[config.mk]
export PLATFORM = sky130hd
export DESIGN_NAME = apb_master_bridge
export DESIGN_NICKNAME = d
export VERILOG_FILES = /design/src/rtl/apb_master_bridge.sv
export SDC_FILE = /design/constraint.sdc
export NUM_CORES = 1
export LEC_CHECK = 0
export ABC_AREA = 1
export CAP_MARGIN = 40
export CORE_ASPECT_RATIO = 1.25
export CORE_MARGIN = 2
export CORE_UTILIZATION = 37
export CTS_BUF_LIST = sky130_fd_sc_hd__clkbuf_16
export DETAILED_ROUTE_END_ITERATION = 8
export PLACE_DENSITY = 0.76
export SETUP_SLACK_MARGIN = 0.3
export SLEW_MARGIN = 40
export SYNTH_ARGS = -nofsm -noshare
export SYNTH_HDL_FRONTEND = slang
export SYNTH_SLANG_ARGS = --single-unit
[constraint.sdc]
create_clock -name pclk -period 1.46 [get_ports pclk]
set_clock_uncertainty 0.1 [all_clocks]
set_input_delay 0.438 -clock pclk [delete_from_list [all_inputs] [get_ports pclk]]
set_output_delay 0.438 -clock pclk [all_outputs]
set_load 0.01 [all_outputs]
[src/rtl/apb_master_bridge.sv]
`timescale 1ns/1ps
// apb_master_bridge
//
// Turns a valid/ready request channel into APB3 SETUP/ACCESS transfers and
// returns the read data and the error status on a valid/ready response
// channel. At most one transfer is in flight. A new request is refused while
// a response is waiting to be taken. An optional PREADY wait-state timeout
// aborts an ACCESS phase that a slave never completes.
//
// Ports
//   pclk, rst                 clock; synchronous active-high reset
//   req_valid/req_ready       request handshake (req_ready is combinational)
//   req_write/addr/wdata      request fields
//   rsp_valid/rsp_ready       response handshake
//   rsp_rdata/err/timeout     response fields, held until taken
//   psel..pwdata              APB requester outputs
//   prdata/pready/pslverr     APB completer inputs
//
// Parameters
//   ADDR_WIDTH, DATA_WIDTH    bus widths
//   TIMEOUT                   maximum ACCESS cycles before abort; 0 = wait forever

module apb_master_bridge #(
  parameter int unsigned ADDR_WIDTH = 8,
  parameter int unsigned DATA_WIDTH = 32,
  parameter int unsigned TIMEOUT    = 16
) (
  input  logic                  pclk,
  input  logic                  rst,
  // request channel
  input  logic                  req_valid,
  output logic                  req_ready,
  input  logic                  req_write,
  input  logic [ADDR_WIDTH-1:0] req_addr,
  input  logic [DATA_WIDTH-1:0] req_wdata,
  // response channel
  output logic                  rsp_valid,
  input  logic                  rsp_ready,
  output logic [DATA_WIDTH-1:0] rsp_rdata,
  output logic                  rsp_err,
  output logic                  rsp_timeout,
  // APB bus
  output logic                  psel,
  output logic                  penable,
  output logic                  pwrite,
  output logic [ADDR_WIDTH-1:0] paddr,
  output logic [DATA_WIDTH-1:0] pwdata,
  input  logic [DATA_WIDTH-1:0] prdata,
  input  logic                  pready,
  input  logic                  pslverr
);

  localparam int unsigned CntW = (TIMEOUT > 0) ? $clog2(TIMEOUT + 1) : 1;
  localparam bit TimeoutEn = (TIMEOUT != 0);
  // Count value seen on the last permitted ACCESS cycle.
  localparam logic [CntW-1:0] CntLast = CntW'((TIMEOUT > 0) ? (TIMEOUT - 1) : 0);

  localparam logic [1:0] StIdle   = 2'd0;
  localparam logic [1:0] StSetup  = 2'd1;
  localparam logic [1:0] StAccess = 2'd2;

  logic [1:0]            state_q, state_d;
  logic [CntW-1:0]       cnt_q, cnt_d;
  logic                  psel_q, psel_d;
  logic                  penable_q, penable_d;
  logic                  pwrite_q, pwrite_d;
  logic [ADDR_WIDTH-1:0] paddr_q, paddr_d;
  logic [DATA_WIDTH-1:0] pwdata_q, pwdata_d;
  logic                  rsp_valid_q, rsp_valid_d;
  logic [DATA_WIDTH-1:0] rsp_rdata_q, rsp_rdata_d;
  logic                  rsp_err_q, rsp_err_d;
  logic                  rsp_timeout_q, rsp_timeout_d;

  // Only accept when idle and the previous response has been consumed.
  assign req_ready = !rst && (state_q == StIdle) && !rsp_valid_q;

  always_comb begin
    state_d       = state_q;
    cnt_d         = cnt_q;
    psel_d        = psel_q;
    penable_d     = penable_q;
    pwrite_d      = pwrite_q;
    paddr_d       = paddr_q;
    pwdata_d      = pwdata_q;
    rsp_valid_d   = rsp_valid_q;
    rsp_rdata_d   = rsp_rdata_q;
    rsp_err_d     = rsp_err_q;
    rsp_timeout_d = rsp_timeout_q;

    // Response fields stay as they are; only the valid flag drops.
    if (rsp_valid_q && rsp_ready) begin
      rsp_valid_d = 1'b0;
    end

    case (state_q)
      StIdle: begin
        if (req_valid && req_ready) begin
          state_d   = StSetup;
          psel_d    = 1'b1;
          penable_d = 1'b0;
          paddr_d   = req_addr;
          pwrite_d  = req_write;
          pwdata_d  = req_write ? req_wdata : '0;
        end
      end

      StSetup: begin
        state_d   = StAccess;
        penable_d = 1'b1;
        cnt_d     = '0;
      end

      StAccess: begin
        if (pready) begin
          state_d       = StIdle;
          psel_d        = 1'b0;
          penable_d     = 1'b0;
          rsp_valid_d   = 1'b1;
          rsp_err_d     = pslverr;
          rsp_timeout_d = 1'b0;
          rsp_rdata_d   = pwrite_q ? '0 : prdata;
        end else if (TimeoutEn && (cnt_q == CntLast)) begin
          state_d       = StIdle;
          psel_d        = 1'b0;
          penable_d     = 1'b0;
          rsp_valid_d   = 1'b1;
          rsp_err_d     = 1'b1;
          rsp_timeout_d = 1'b1;
          rsp_rdata_d   = '0;
        end else if (cnt_q != {CntW{1'b1}}) begin
          // Saturate so an unlimited wait never wraps the count.
          cnt_d = cnt_q + 1'b1;
        end
      end

      default: begin
        state_d   = StIdle;
        psel_d    = 1'b0;
        penable_d = 1'b0;
      end
    endcase
  end

  always_ff @(posedge pclk) begin
    if (rst) begin
      state_q       <= StIdle;
      cnt_q         <= '0;
      psel_q        <= 1'b0;
      penable_q     <= 1'b0;
      pwrite_q      <= 1'b0;
      paddr_q       <= '0;
      pwdata_q      <= '0;
      rsp_valid_q   <= 1'b0;
      rsp_rdata_q   <= '0;
      rsp_err_q     <= 1'b0;
      rsp_timeout_q <= 1'b0;
    end else begin
      state_q       <= state_d;
      cnt_q         <= cnt_d;
      psel_q        <= psel_d;
      penable_q     <= penable_d;
      pwrite_q      <= pwrite_d;
      paddr_q       <= paddr_d;
      pwdata_q      <= pwdata_d;
      rsp_valid_q   <= rsp_valid_d;
      rsp_rdata_q   <= rsp_rdata_d;
      rsp_err_q     <= rsp_err_d;
      rsp_timeout_q <= rsp_timeout_d;
    end
  end

  assign psel        = psel_q;
  assign penable     = penable_q;
  assign pwrite      = pwrite_q;
  assign paddr       = paddr_q;
  assign pwdata      = pwdata_q;
  assign rsp_valid   = rsp_valid_q;
  assign rsp_rdata   = rsp_rdata_q;
  assign rsp_err     = rsp_err_q;
  assign rsp_timeout = rsp_timeout_q;

endmodule
==> metrics.md <==
| Metric | Value |
|---|---|
| Site row count | 38 |
| Total power | 5.70 mW |
| Routed wire length | 12,200 microns |
| Number of flops mapped to enable cells by yosys | 0 |
| Area leader, netlist | dfxtp_1 |
| R2R Setup Slk | -180 ps |
| CTS clk-pin slew, worst paths | 60 ps |
| CTS Buffer Depth | 2 |
| N_diodes | 0 |
| FF-to-FF Start | cnt_q[1]$_SDFFE_PP0P_ |
| Syn Area/Cell | 7.14 sq um |
| Congestion Overflow GR | 0 |
| Die Y | 111 microns |
| Post-route ant nets | 0 |
| CP Cell Sequence | ha_4, nand2_4, nor2_4, ha_4, inv_2, nand2_4, nand2_8, buf_12, nand2_1, a21oi_1 |
| HP Class | reg2reg |
| RSZ-0062 raised after global routing | yes |
| Die ar. | 0.00987 sq mm |
| Cells after Synth | 471 |
| Hold-critical path depth | 2 |
| YS warnings | 0 |
| Outcome | finished, violations left |
| DRC Markers | 0 |
| Design area | 0.00692 sq mm |
| TritonCTS clock tree | built |
| Critical Path AT | 1730 ps |
| Async SR Flop Fraction | 0% |
| Top post-synthesis cells by area | dfxtp_1, nand2_1, a21oi_1 |
| Cell Area, Placed | 0.00520 sq mm |
| Die Wd | 89.2 microns |
| Post-synthesis cell area | 0.00336 sq mm |
| Worst Setup SP | cnt_q[1]$_SDFFE_PP0P_ |
| Failing checks | setup timing |
| Crit path time final | 1640 ps |
| HPWL after DPL | 6780 microns |
| Cell depth of the worst flop-to-flop path | 10 |
| Slew of the pin with the lowest slew margin | 711 ps |
| Final GP Congestion | 0.757 |
| Root buffer cell | clkbuf_16 |
| Endpoints failing setup | 65 |
| WP data required | 1540 ps |
| CTS buffer count | 9 |
| Vias/cell | 4.75 |
| Layout cell share with drive strength beyond 1 | 51.4% |
| First-pass GRT wire length | 17,600 microns |
| Max-Cap Viols | 0 |
| Relative slew slack | 52.6% |
| Leakage | 3.08 nW |
| Most common library cells after synthesis | nand2_1, dfxtp_1, a21oi_1 |
| GRT Total Usage | 22.7% |
| Final slew viol count | 0 |
| Nets | 771 |
| IO Count | 158 |
| Hold_buf cts | 0 |
| WL/cell | 15.0 microns |
| Max VDD drop | 0.626 mV |
| Initial core utilization | 38.4% |
| Yosys reg bits | 84 |
| Port bufs | 157 |
| Startpoint Class | register |
| Start point of the worst min-delay path | rsp_rdata[11]$_SDFFE_PP0P_ |
| P per Cell Area | 825 mW/mm^2 |
| Layout area overhead | 106% |
| CP max stage cell | dfxtp_2 |
| Yosys top cell area share | 50.0% |
| Initial DRC Count | 120 |
| CTS sink cnt | 84 |
| Post-place setup slack | -380 ps |
| Distinct cell type count after synthesis | 20 |
| Hold Crit Endpoint | rsp_rdata[11]$_SDFFE_PP0P_ |
| Crit. End Element | register |
| Seq/Total Area, Yosys | 50.0% |
| Via count | 3,857 |
| Worst-path maximum fanout | 16 |
| Ys flop type | dfxtp_1 |
| Final setup TNS | -6880 ps |
| Syn Nets | 553 |
| Final worst setup slack | -183 ps |
| Vias in the first global route | 3,755 |
| Initial DRT Pass Iterations | 4 |
| Final hold violations | 0 |
| Largest net degree at the start of global routing | 80 |
| Initial antenna violation count | 0 |
| Final Cycle Share | 113% |
| H-Tree Depth | 3 |
| Worst-Skew Late Latency | 340 ps |
| CP peak stage delay | 350 ps |
| Fmax | 609 MHz |
| Crit Path Class | reg2reg |
| Core area | 0.00875 sq mm |
| Most numerous cell in the Yosys netlist | nand2_1 |
| End of the worst register-to-register path | rsp_rdata[2]$_SDFFE_PP0P_ |
## layout make-up
type                    instances  area, sq um
clock buffers                   9          225
clock inverters                 5         46.3
fillers                       555         1830
inverters                      53          223
multi-input cells             306         1820
flip-flops and latches         84         1800
well taps                     120          150
repair buffers                234         2640
repair inverters                1         16.3
## timing repair
item / CTS / global route
resized for setup: 592 / 63
endpoints found under the setup margin: 162 / 163
hold endpoints to repair: 0 / 0
pin swaps: 28 / 18
cloned: 11 / 1
setup buffers: 16 / 25
## kinds of logic after synthesis
group,count (synthesis),share of synthesized area (%)
simple gates,222,26.0
flops,84,50.0
compound gates,81,12.1
fa+ha+maj,3,1.12
buf+inv,81,10.7
## critical path: cells and delay by family, from the launching register on
kind	cells	cell delay, ps
flip-flops	1	350
buffers and inverters	2	200
AO/OA/AOI/OAI	1	70
AND/OR/NAND/NOR	5	430
adder cells (fa/ha/maj)	2	300
## sequential cells by signal, indices dropped and copies added (netlist names)
register,count
cnt_q,5
paddr,8
penable,1
psel,1
pwdata,32
pwrite,1
rsp_err,1
rsp_rdata,32
rsp_timeout,1
rsp_valid,1
state_q,1
## through the flow
step	hold slack, ps	instances	util [%]
2_1_floorplan	356	471	-
3_3_place_gp	347	745	59.5
3_5_place_dp	354	745	59.5
4_1_cts	367	786	73.9
5_1_grt	380	812	79.0
6_report	369	812	79.0
## cells in the final DEF (no fill, tap or decap), types with 2 or more instances in the layout
cell / synthesis / layout
nand2_2: 0 / 32
buf_12: 0 / 9
nor2_4: 2 / 4
inv_1: 50 / 48
nand3_1: 7 / 4
ha_4: 0 / 2
clkdlybuf4s50_1: 0 / 76
nand3_2: 0 / 3
clkbuf_16: 0 / 10
dfxtp_4: 0 / 7
inv_2: 3 / 3
nand2_1: 198 / 132
a21oi_1: 78 / 56
dfxtp_2: 0 / 74
buf_8: 0 / 3
nand2_4: 0 / 33
dfxtp_1: 84 / 3
a21oi_2: 0 / 22
buf_6: 4 / 90
buf_4: 3 / 43
clkinv_1: 0 / 2
nor2_1: 11 / 10
buf_16: 0 / 10
## report_power, final
group	internal, mW	switching, mW	total (mW)
Clock	1.28	0.867	2.15
Combinational	0.650	0.483	1.13
Sequential	2.36	0.0546	2.42
## metal layers
metal	GRT usage, %	wire length [microns]	vias to the layer above
met1	24.2	4520	1777
met3	6.35	923	35
met5	0	0	-
met4	11.3	423	0
li1	-	-	1886
met2	39.6	6330	159
## worst max path at each step
stage	depth (start not counted)	end
6_report	10	rsp_rdata[2]$_SDFFE_PP0P_
5_1_grt	10	rsp_rdata[2]$_SDFFE_PP0P_
4_1_cts	11	cnt_q[0]$_SDFFE_PP0P_
3_5_place_dp	6	rsp_rdata[9]$_SDFFE_PP0P_
3_3_place_gp	5	req_ready
2_1_floorplan	12	cnt_q[3]$_SDFFE_PP0P_
Power figures use the tool's default switching activity.
